$ cat src/rtl/fifo_wr_ptr_sync_pkg.sv
// ---------------------------------------------------------------------------
// fifo_wr_ptr_sync_pkg
// Shared FIFO helpers used by both the write- and read-side pointer blocks:
// default pointer width / synchronizer depth, and Gray encode/decode on the
// widest legal pointer width. Callers zero-extend narrower pointers; leading
// zero bits encode and decode to zero, so the low bits stay exact.
// ---------------------------------------------------------------------------
`timescale 1ns/1ps
package fifo_wr_ptr_sync_pkg;

  localparam int PTR_MAX_W      = 8;
  localparam int DEF_PTR_WIDTH  = 4;
  localparam int DEF_NUM_STAGES = 2;

  function automatic logic [PTR_MAX_W-1:0] bin2gray(input logic [PTR_MAX_W-1:0] b);
    return b ^ (b >> 1);
  endfunction

  // Gray decode: MSB passes through, each lower bit folds in the bit above.
  function automatic logic [PTR_MAX_W-1:0] gray2bin(input logic [PTR_MAX_W-1:0] g);
    logic [PTR_MAX_W-1:0] b;
    b[PTR_MAX_W-1] = g[PTR_MAX_W-1];
    for (int i = PTR_MAX_W-2; i >= 0; i--) begin
      b[i] = b[i+1] ^ g[i];
    end
    return b;
  endfunction

endpackage

$ cat src/rtl/bit_sync.sv
// ---------------------------------------------------------------------------
// bit_sync
// Plain multi-flop synchronizer chain, no logic between stages. Intended for
// Gray-coded buses where at most one bit changes per source update.
// Ports:
//   i_clk   - destination-domain clock
//   i_rst_n - asynchronous active-low reset, clears every stage
//   i_d     - asynchronous input bus (WIDTH bits)
//   o_q     - last stage of the chain (WIDTH bits)
// ---------------------------------------------------------------------------
`timescale 1ns/1ps
module bit_sync #(
  parameter int WIDTH  = 4,
  parameter int STAGES = 2
) (
  input  logic             i_clk,
  input  logic             i_rst_n,
  input  logic [WIDTH-1:0] i_d,
  output logic [WIDTH-1:0] o_q
);

  logic [WIDTH-1:0] r_sync [STAGES];

  always_ff @(posedge i_clk or negedge i_rst_n) begin
    if (!i_rst_n) begin
      for (int s = 0; s < STAGES; s++) begin
        r_sync[s] <= '0;
      end
    end else begin
      r_sync[0] <= i_d;
      for (int s = 1; s < STAGES; s++) begin
        r_sync[s] <= r_sync[s-1];
      end
    end
  end

  assign o_q = r_sync[STAGES-1];

endmodule

$ cat src/rtl/fifo_wr_ptr_sync.sv
// ---------------------------------------------------------------------------
// fifo_wr_ptr_sync
// Write-domain pointer helper for an async FIFO: registers a Gray copy of the
// local write pointer, synchronizes the read pointer Gray code into this
// domain, decodes it, and produces a registered fill estimate with an
// almost-full flag and a pulse whenever the synchronized read pointer moves.
// The full compare itself lives in the write-pointer block.
// Ports:
//   CLK             - write-domain clock
//   RST             - asynchronous active-low reset
//   wptr            - local binary write pointer
//   rptr_gray_async - Gray read pointer from the read domain (asynchronous)
//   wptr_conv       - registered Gray copy of wptr
//   rptr_conv       - synchronized read pointer, Gray
//   rptr_bin        - binary decode of rptr_conv (combinational)
//   level           - registered (wptr - rptr_bin) mod 2^PTR_WIDTH
//   almost_full     - registered, high when level >= AFULL_THRESH
//   rptr_moved      - one-cycle pulse after each rptr_conv change
// ---------------------------------------------------------------------------
`timescale 1ns/1ps
module fifo_wr_ptr_sync
  import fifo_wr_ptr_sync_pkg::*;
#(
  parameter int PTR_WIDTH    = DEF_PTR_WIDTH,
  parameter int NUM_STAGES   = DEF_NUM_STAGES,
  parameter int AFULL_THRESH = 6
) (
  input  logic                 CLK,
  input  logic                 RST,
  input  logic [PTR_WIDTH-1:0] wptr,
  input  logic [PTR_WIDTH-1:0] rptr_gray_async,
  output logic [PTR_WIDTH-1:0] wptr_conv,
  output logic [PTR_WIDTH-1:0] rptr_conv,
  output logic [PTR_WIDTH-1:0] rptr_bin,
  output logic [PTR_WIDTH-1:0] level,
  output logic                 almost_full,
  output logic                 rptr_moved
);

  localparam logic [PTR_WIDTH-1:0] AFULL_P = PTR_WIDTH'(AFULL_THRESH);

  logic [PTR_WIDTH-1:0] w_rptr_sync;
  logic [PTR_WIDTH-1:0] w_wptr_gray;
  logic [PTR_WIDTH-1:0] w_level_nxt;

  logic [PTR_WIDTH-1:0] r_wptr_gray_p1;
  logic [PTR_WIDTH-1:0] r_level_p1;
  logic                 r_afull_p1;
  logic [PTR_WIDTH-1:0] r_rptr_prev_p1;
  logic                 r_moved_p1;

  bit_sync #(
    .WIDTH  (PTR_WIDTH),
    .STAGES (NUM_STAGES)
  ) u_rptr_sync (
    .i_clk   (CLK),
    .i_rst_n (RST),
    .i_d     (rptr_gray_async),
    .o_q     (w_rptr_sync)
  );

  // Stage 0: combinational encode/decode and modulo distance; wrap-around
  // falls out of the natural PTR_WIDTH-bit subtraction.
  assign w_wptr_gray = PTR_WIDTH'(bin2gray(PTR_MAX_W'(wptr)));
  assign rptr_bin    = PTR_WIDTH'(gray2bin(PTR_MAX_W'(w_rptr_sync)));
  assign w_level_nxt = wptr - rptr_bin;

  // Stage 1: registered outputs. almost_full is derived from the same next
  // level value so the flag and the level update on the same edge.
  always_ff @(posedge CLK or negedge RST) begin
    if (!RST) begin
      r_wptr_gray_p1 <= '0;
      r_level_p1     <= '0;
      r_afull_p1     <= 1'b0;
      r_rptr_prev_p1 <= '0;
      r_moved_p1     <= 1'b0;
    end else begin
      r_wptr_gray_p1 <= w_wptr_gray;
      r_level_p1     <= w_level_nxt;
      r_afull_p1     <= (w_level_nxt >= AFULL_P);
      r_rptr_prev_p1 <= w_rptr_sync;
      r_moved_p1     <= (w_rptr_sync != r_rptr_prev_p1);
    end
  end

  assign wptr_conv   = r_wptr_gray_p1;
  assign rptr_conv   = w_rptr_sync;
  assign level       = r_level_p1;
  assign almost_full = r_afull_p1;
  assign rptr_moved  = r_moved_p1;

endmodule

$ cat config.mk
export PLATFORM = sky130hd
export DESIGN_NAME = fifo_wr_ptr_sync
export DESIGN_NICKNAME = d
export VERILOG_FILES = /design/src/rtl/fifo_wr_ptr_sync_pkg.sv /design/src/rtl/bit_sync.sv /design/src/rtl/fifo_wr_ptr_sync.sv
export SDC_FILE = /design/constraint.sdc
export NUM_CORES = 1
export LEC_CHECK = 0
export CORE_MARGIN = 2
export CORE_UTILIZATION = 47
export DETAILED_ROUTE_END_ITERATION = 8
export PLACE_DENSITY = 0.81
export SLEW_MARGIN = 10
export SYNTH_ARGS = -nofsm -noshare
export SYNTH_HDL_FRONTEND = slang
export SYNTH_SLANG_ARGS = --single-unit
$ cat constraint.sdc
create_clock -name CLK -period 5.15 [get_ports CLK]
set_input_delay 0.515 -clock CLK [delete_from_list [all_inputs] [get_ports CLK]]
set_output_delay 0.515 -clock CLK [all_outputs]
set_load 0.02 [all_outputs]
* Word level (Yosys, flattened, before mapping)
Index checks and enable logic that the tools add are counted.
Word-level totals: register bits 22, input port bits 10, output and inout port bits 18, logic and storage cells 14
Cells by class: add/sub/neg operators 1, order comparisons 1, equal/unequal tests 1, bitwise operators 4
Operators with widths (count):
- $ge 4x3->1 const B | 1
- $ne 4x4->1 | 1
- $sub 4x4->4 | 1
- $xor 4x3->4 | 1
- $xor 1x1->1 | 3

* Longest topological paths before layout
word-level depth 5, gate-level depth with buffers 11, gate-level depth less buffers 11

* Cells and area by module
From an unflattened synthesis, not the netlist that was laid out.
Unflattened totals: cells, all modules 65, area total of the unflattened synthesis 858.3 sq um
By module, submodules not included:
- fifo_wr_ptr_sync | times used 1, cells an instance 53, area each 628.1 sq um
- bit_sync | times used 1, cells an instance 12, area each 230.2 sq um

* Least setup slack after synthesis
No wires, ideal clock.
path type reg2reg, from register u_rptr_sync.r_sync (netlist bit u_rptr_sync.o_q[3]), to register r_afull_p1 (netlist: almost_full), setup time 126 ps, arrival 2615 ps, required time 5024 ps, path slack 2409 ps, cell stages (with the launch flop) 12, buffers on the path 0, period minus slack after synthesis 2741 ps, cells stage by stage dfrtp_1 -> xnor2_2 -> inv_2 -> xnor2_1 -> xnor2_1 -> ha_1 -> inv_1 -> ha_1 -> a21oi_1 -> o21ai_2 -> a21o_1 -> a311o_1
Between the ends: cells in the longest elaborated chain, start to end 5
RTL lines:
- start: declaration | line bit_sync.sv:22 | logic [WIDTH-1:0] r_sync [STAGES];
- start signal: indexed assignment | line bit_sync.sv:32 | r_sync[s] <= r_sync[s-1];
- $xor 1x1->1 | line fifo_wr_ptr_sync_pkg.sv:24 | b[i] = b[i+1] ^ g[i];
- named net rptr_bin[2] | line fifo_wr_ptr_sync.sv:34 | output logic [PTR_WIDTH-1:0] rptr_bin,
- $xor 1x1->1 (2 in series) | line fifo_wr_ptr_sync_pkg.sv:24
- named net rptr_bin[0] | line fifo_wr_ptr_sync.sv:34
- $sub 4x4->4 | line fifo_wr_ptr_sync.sv:66 | assign w_level_nxt = wptr - rptr_bin;
- $ge 4x3->1 | line fifo_wr_ptr_sync.sv:80 | r_afull_p1 <= (w_level_nxt >= AFULL_P);
- end signal: assignment | line fifo_wr_ptr_sync.sv:80
- end: declaration | line fifo_wr_ptr_sync.sv:48 | logic r_afull_p1;
The timed path passes the listed nets, and every way through them passes these cells.

* Worst setup path in the final report
from register u_rptr_sync.r_sync (netlist bit u_rptr_sync.o_q[3]), to output rptr_bin[0]
Between the ends: cells in the longest elaborated chain, start to end 3
RTL lines (line):
- $xor 1x1->1 (3 in series) | fifo_wr_ptr_sync_pkg.sv:24
- end: declaration | fifo_wr_ptr_sync.sv:34
Every way passes these cells.

==> metrics.md <==
| Metric | Value |
|---|---|
| Worst EP required | approximately 4.6 ns |
| GR Util met2 | 23.2% |
| I/O Pins | 28 |
| DR iter-0 viols | 2 |
| Filler cells | approximately 130 |
| Average routed wire per standard cell | 11.4 µm |
| Max_cap viols | 0 |
| Antenna diodes | 0 |
| Crit. End Element | output pin |
| Mapped Cells | 65 |
| Worst Setup Start Kind | flip-flop |
| Worst Path Class, Setup | reg2out |
| Net count after synthesis | 77 |
| NumNets Final | 102 |
| M1 GR Usage | 15.0% |
| Initial antenna violation count | 0 |
| Yosys warning count | 0 |
| Dpl hpwl | 1010 µm |
| Post-cts resize count | 0 |
| Final max-slew violation count | 0 |
| Inst Count DP | 110 |
| Total core area | 0.00175 mm² |
| CTS tree | yes |
| Final Hold Viols | 0 |
| DR DRC count | 0 |
| Final period utilization | 54.1% |
| H-Tree Level Count | 1 |
| First-pass GRT wire length | 2000 µm |
| CTS Sinks | 22 |
| DIE AREA | 0.00224 mm² |
| Distinct cells, synth | 25 |
| Post-route design area | 0.00116 mm² |
| Clock Skews | 0.00838 ns |
| PwrDens | ~350 mW/mm² |
| ANT nets after route | 0 |
| Fmax | 359 MHz |
| Placed cell area | 0.00113 mm² |
| Worst path arrival time | 2.27 ns |
| Post-CTS setup buffer count | 0 |
| DRT Pass-1 Iters | 2 |
| TritonCTS Buffers | 3 |
| Largest net degree at the start of global routing | 23 |
| Clock Path Buffers | 2 |
| Horiz. Die Dim | 47.3 µm |
| Area delta synth->final | 32.0% |
| Final std cells w/o fill | 114 |
| Least-Margin Pin Slew | roughly 0.9 ns |
| Crit path max fanout | 6 |
| Min Tclk post-route | 2.79 ns |
| Multi-input logic area | 255 µm² |
| RSZ-0062 raised after global routing | false |
| GRT overflow | 0 |
| Fraction of layout cells with a size suffix above 1 | 8.99% |
| Endpoints failing setup | 0 |
| Area of the mapped netlist | 881 µm² |
| Post-synthesis sequential area ratio | 62.5% |
| Register Area | 551 µm² |
| I/O Buffers | 27 |
| Sum Neg Setup Slack | 0 ns |
| Avg Cell Area, Syn | 13.6 µm² |
| Placer Congestion | 0.727 |
| FP Rows | 15 |
| Total GRT Usage | 13.1% |
| GRT busiest layer | met2 |
| Seq cells post-synth | 22 |
| Power Total | a little over 0.0004 W |
| Clock transition at the registers of the reported paths | approximately 0.11 ns |
| Leak | 0.494 nW |
| DIE HEIGHT | 47.3 µm |
| Worst hold path class | reg2reg |
| DR vias | 524 |
| Hold_buf cts | 0 |
| Clk root buf | clkbuf_4 |
| Slew margin rel. | between 30 and 40% |
| Final WL | 1300 µm |
| VDD IR max | approximately 0.00023 V |
| Status | finished, final reports clean |
| Clock insertion delay at the later pin of the skew report | about 0.3 ns |
| Met3 usage | 2.31% |
| Initial core utilization | about 50% |
| DR vias/cell | 4.60 |
| Number of global-route vias before repair | around 490 |
cell families after synthesis:
| kind of cell | count (synthesis) | share of synthesized area (%) |
|---|---|---|
| compound gates | 6 | 5.54 |
| xor+xnor | 12 | 12.8 |
| fa+ha+maj | 2 | 2.84 |
| buf+inv | 12 | 8.52 |
| flops | 22 | 62.5 |
| simple gates | 11 | 7.81 |
cell usage after synthesis, drive strengths merged:
| master | instances | area [µm²] |
|---|---|---|
| a21o | 1 | 7.51 |
| a21oi | 1 | 5.00 |
| a311o | 1 | 10.0 |
| and2 | 1 | 6.26 |
| and2b | 1 | 8.76 |
| buf | 7 | 56.3 |
| dfrtp | 22 | 551 |
| ha | 2 | 25.0 |
| inv | 5 | 18.8 |
| nand2 | 1 | 3.75 |
| nand3 | 1 | 5.00 |
| nand4 | 1 | 6.26 |
| nor3 | 2 | 10.0 |
| nor4 | 1 | 6.26 |
| o21ai | 1 | 8.76 |
| o221ai | 1 | 8.76 |
| o31a | 1 | 8.76 |
| or2 | 1 | 6.26 |
| or2b | 1 | 7.51 |
| or3b | 1 | 8.76 |
| xnor2 | 8 | 77.6 |
| xor2 | 4 | 35.0 |
per-stage QoR:
stage / hold slack, ns / worst slack [ns] / util (%)
after floorplan: 0.219 / 2.41 / -
final: 0.360 / 2.36 / 66.6
after global placement: 0.334 / 2.63 / 64.5
after CTS: 0.360 / 2.33 / 66.6
after global routing: 0.372 / 2.21 / 66.6
after detailed placement: 0.335 / 2.51 / 64.5
final cells by class:
| type | instances | area share [%] |
|---|---|---|
| clock buffer | 4 | 3.12 |
| inverter | 5 | 1.61 |
| multi-input combinational | 31 | 22.0 |
| sequential | 22 | 47.4 |
| tap | 25 | 2.69 |
| timing repair buffer | 27 | 23.3 |
critical path: stages (launching register included):
cell and delay [ns]:
dfrtp_1 0.48, xnor2_2 0.29, inv_2 0.09, xnor2_1 0.30, xnor2_1 0.18, clkdlybuf4s50_1 0.64
sequential cells by signal (all words and copies together), names as in the netlist:
signal              count
r_rptr_prev_p1          4
level                   4
wptr_conv               4
u_rptr_sync.r_sync      4
rptr_moved              1
u_rptr_sync.o_q         4
almost_full             1
cell usage in the layout (no fill, tap or decap), types with 2 or more instances in the layout:
cell	n
clkdlybuf4s50_1	27
dfrtp_1	22
xnor2_1	7
inv_1	4
xor2_1	4
clkbuf_4	3
nor3_1	2
ha_1	2
final timing paths:
path	start	to	slack (ns)	depth (start not counted)
max	u_rptr_sync.o_q[3]$_DFF_PN0_	rptr_bin[0]	2.36	5
min	u_rptr_sync.r_sync[7]$_DFF_PN0_	u_rptr_sync.o_q[3]$_DFF_PN0_	0.36	0
max in group asynchronous	RST	u_rptr_sync.o_q[3]$_DFF_PN0_	3.88	1
min reg2reg	u_rptr_sync.r_sync[7]$_DFF_PN0_	u_rptr_sync.o_q[3]$_DFF_PN0_	0.36	0
max reg2reg	u_rptr_sync.o_q[3]$_DFF_PN0_	almost_full$_DFF_PN0_	2.51	11
min in group asynchronous	RST	level[1]$_DFF_PN0_	0.71	1
power by group:
group	total (W)	switching, W	leakage (nW)	internal, W
Sequential	0.000198	0.00000706	0.253	0.000191
Combinational	0.000113	0.0000562	0.220	0.0000572
Clock	0.0000911	0.0000481	0.0210	0.0000430
routing by layer:
layer  wire, µm  up-vias  part of all wire (%)
met3         61        2                   4.7
met2        694       16                    53
met4         12        0                  0.92
met1        532      251                    41
met5          0        -                     0
li1           -      255                     -
Power figures use the tool's default switching activity.
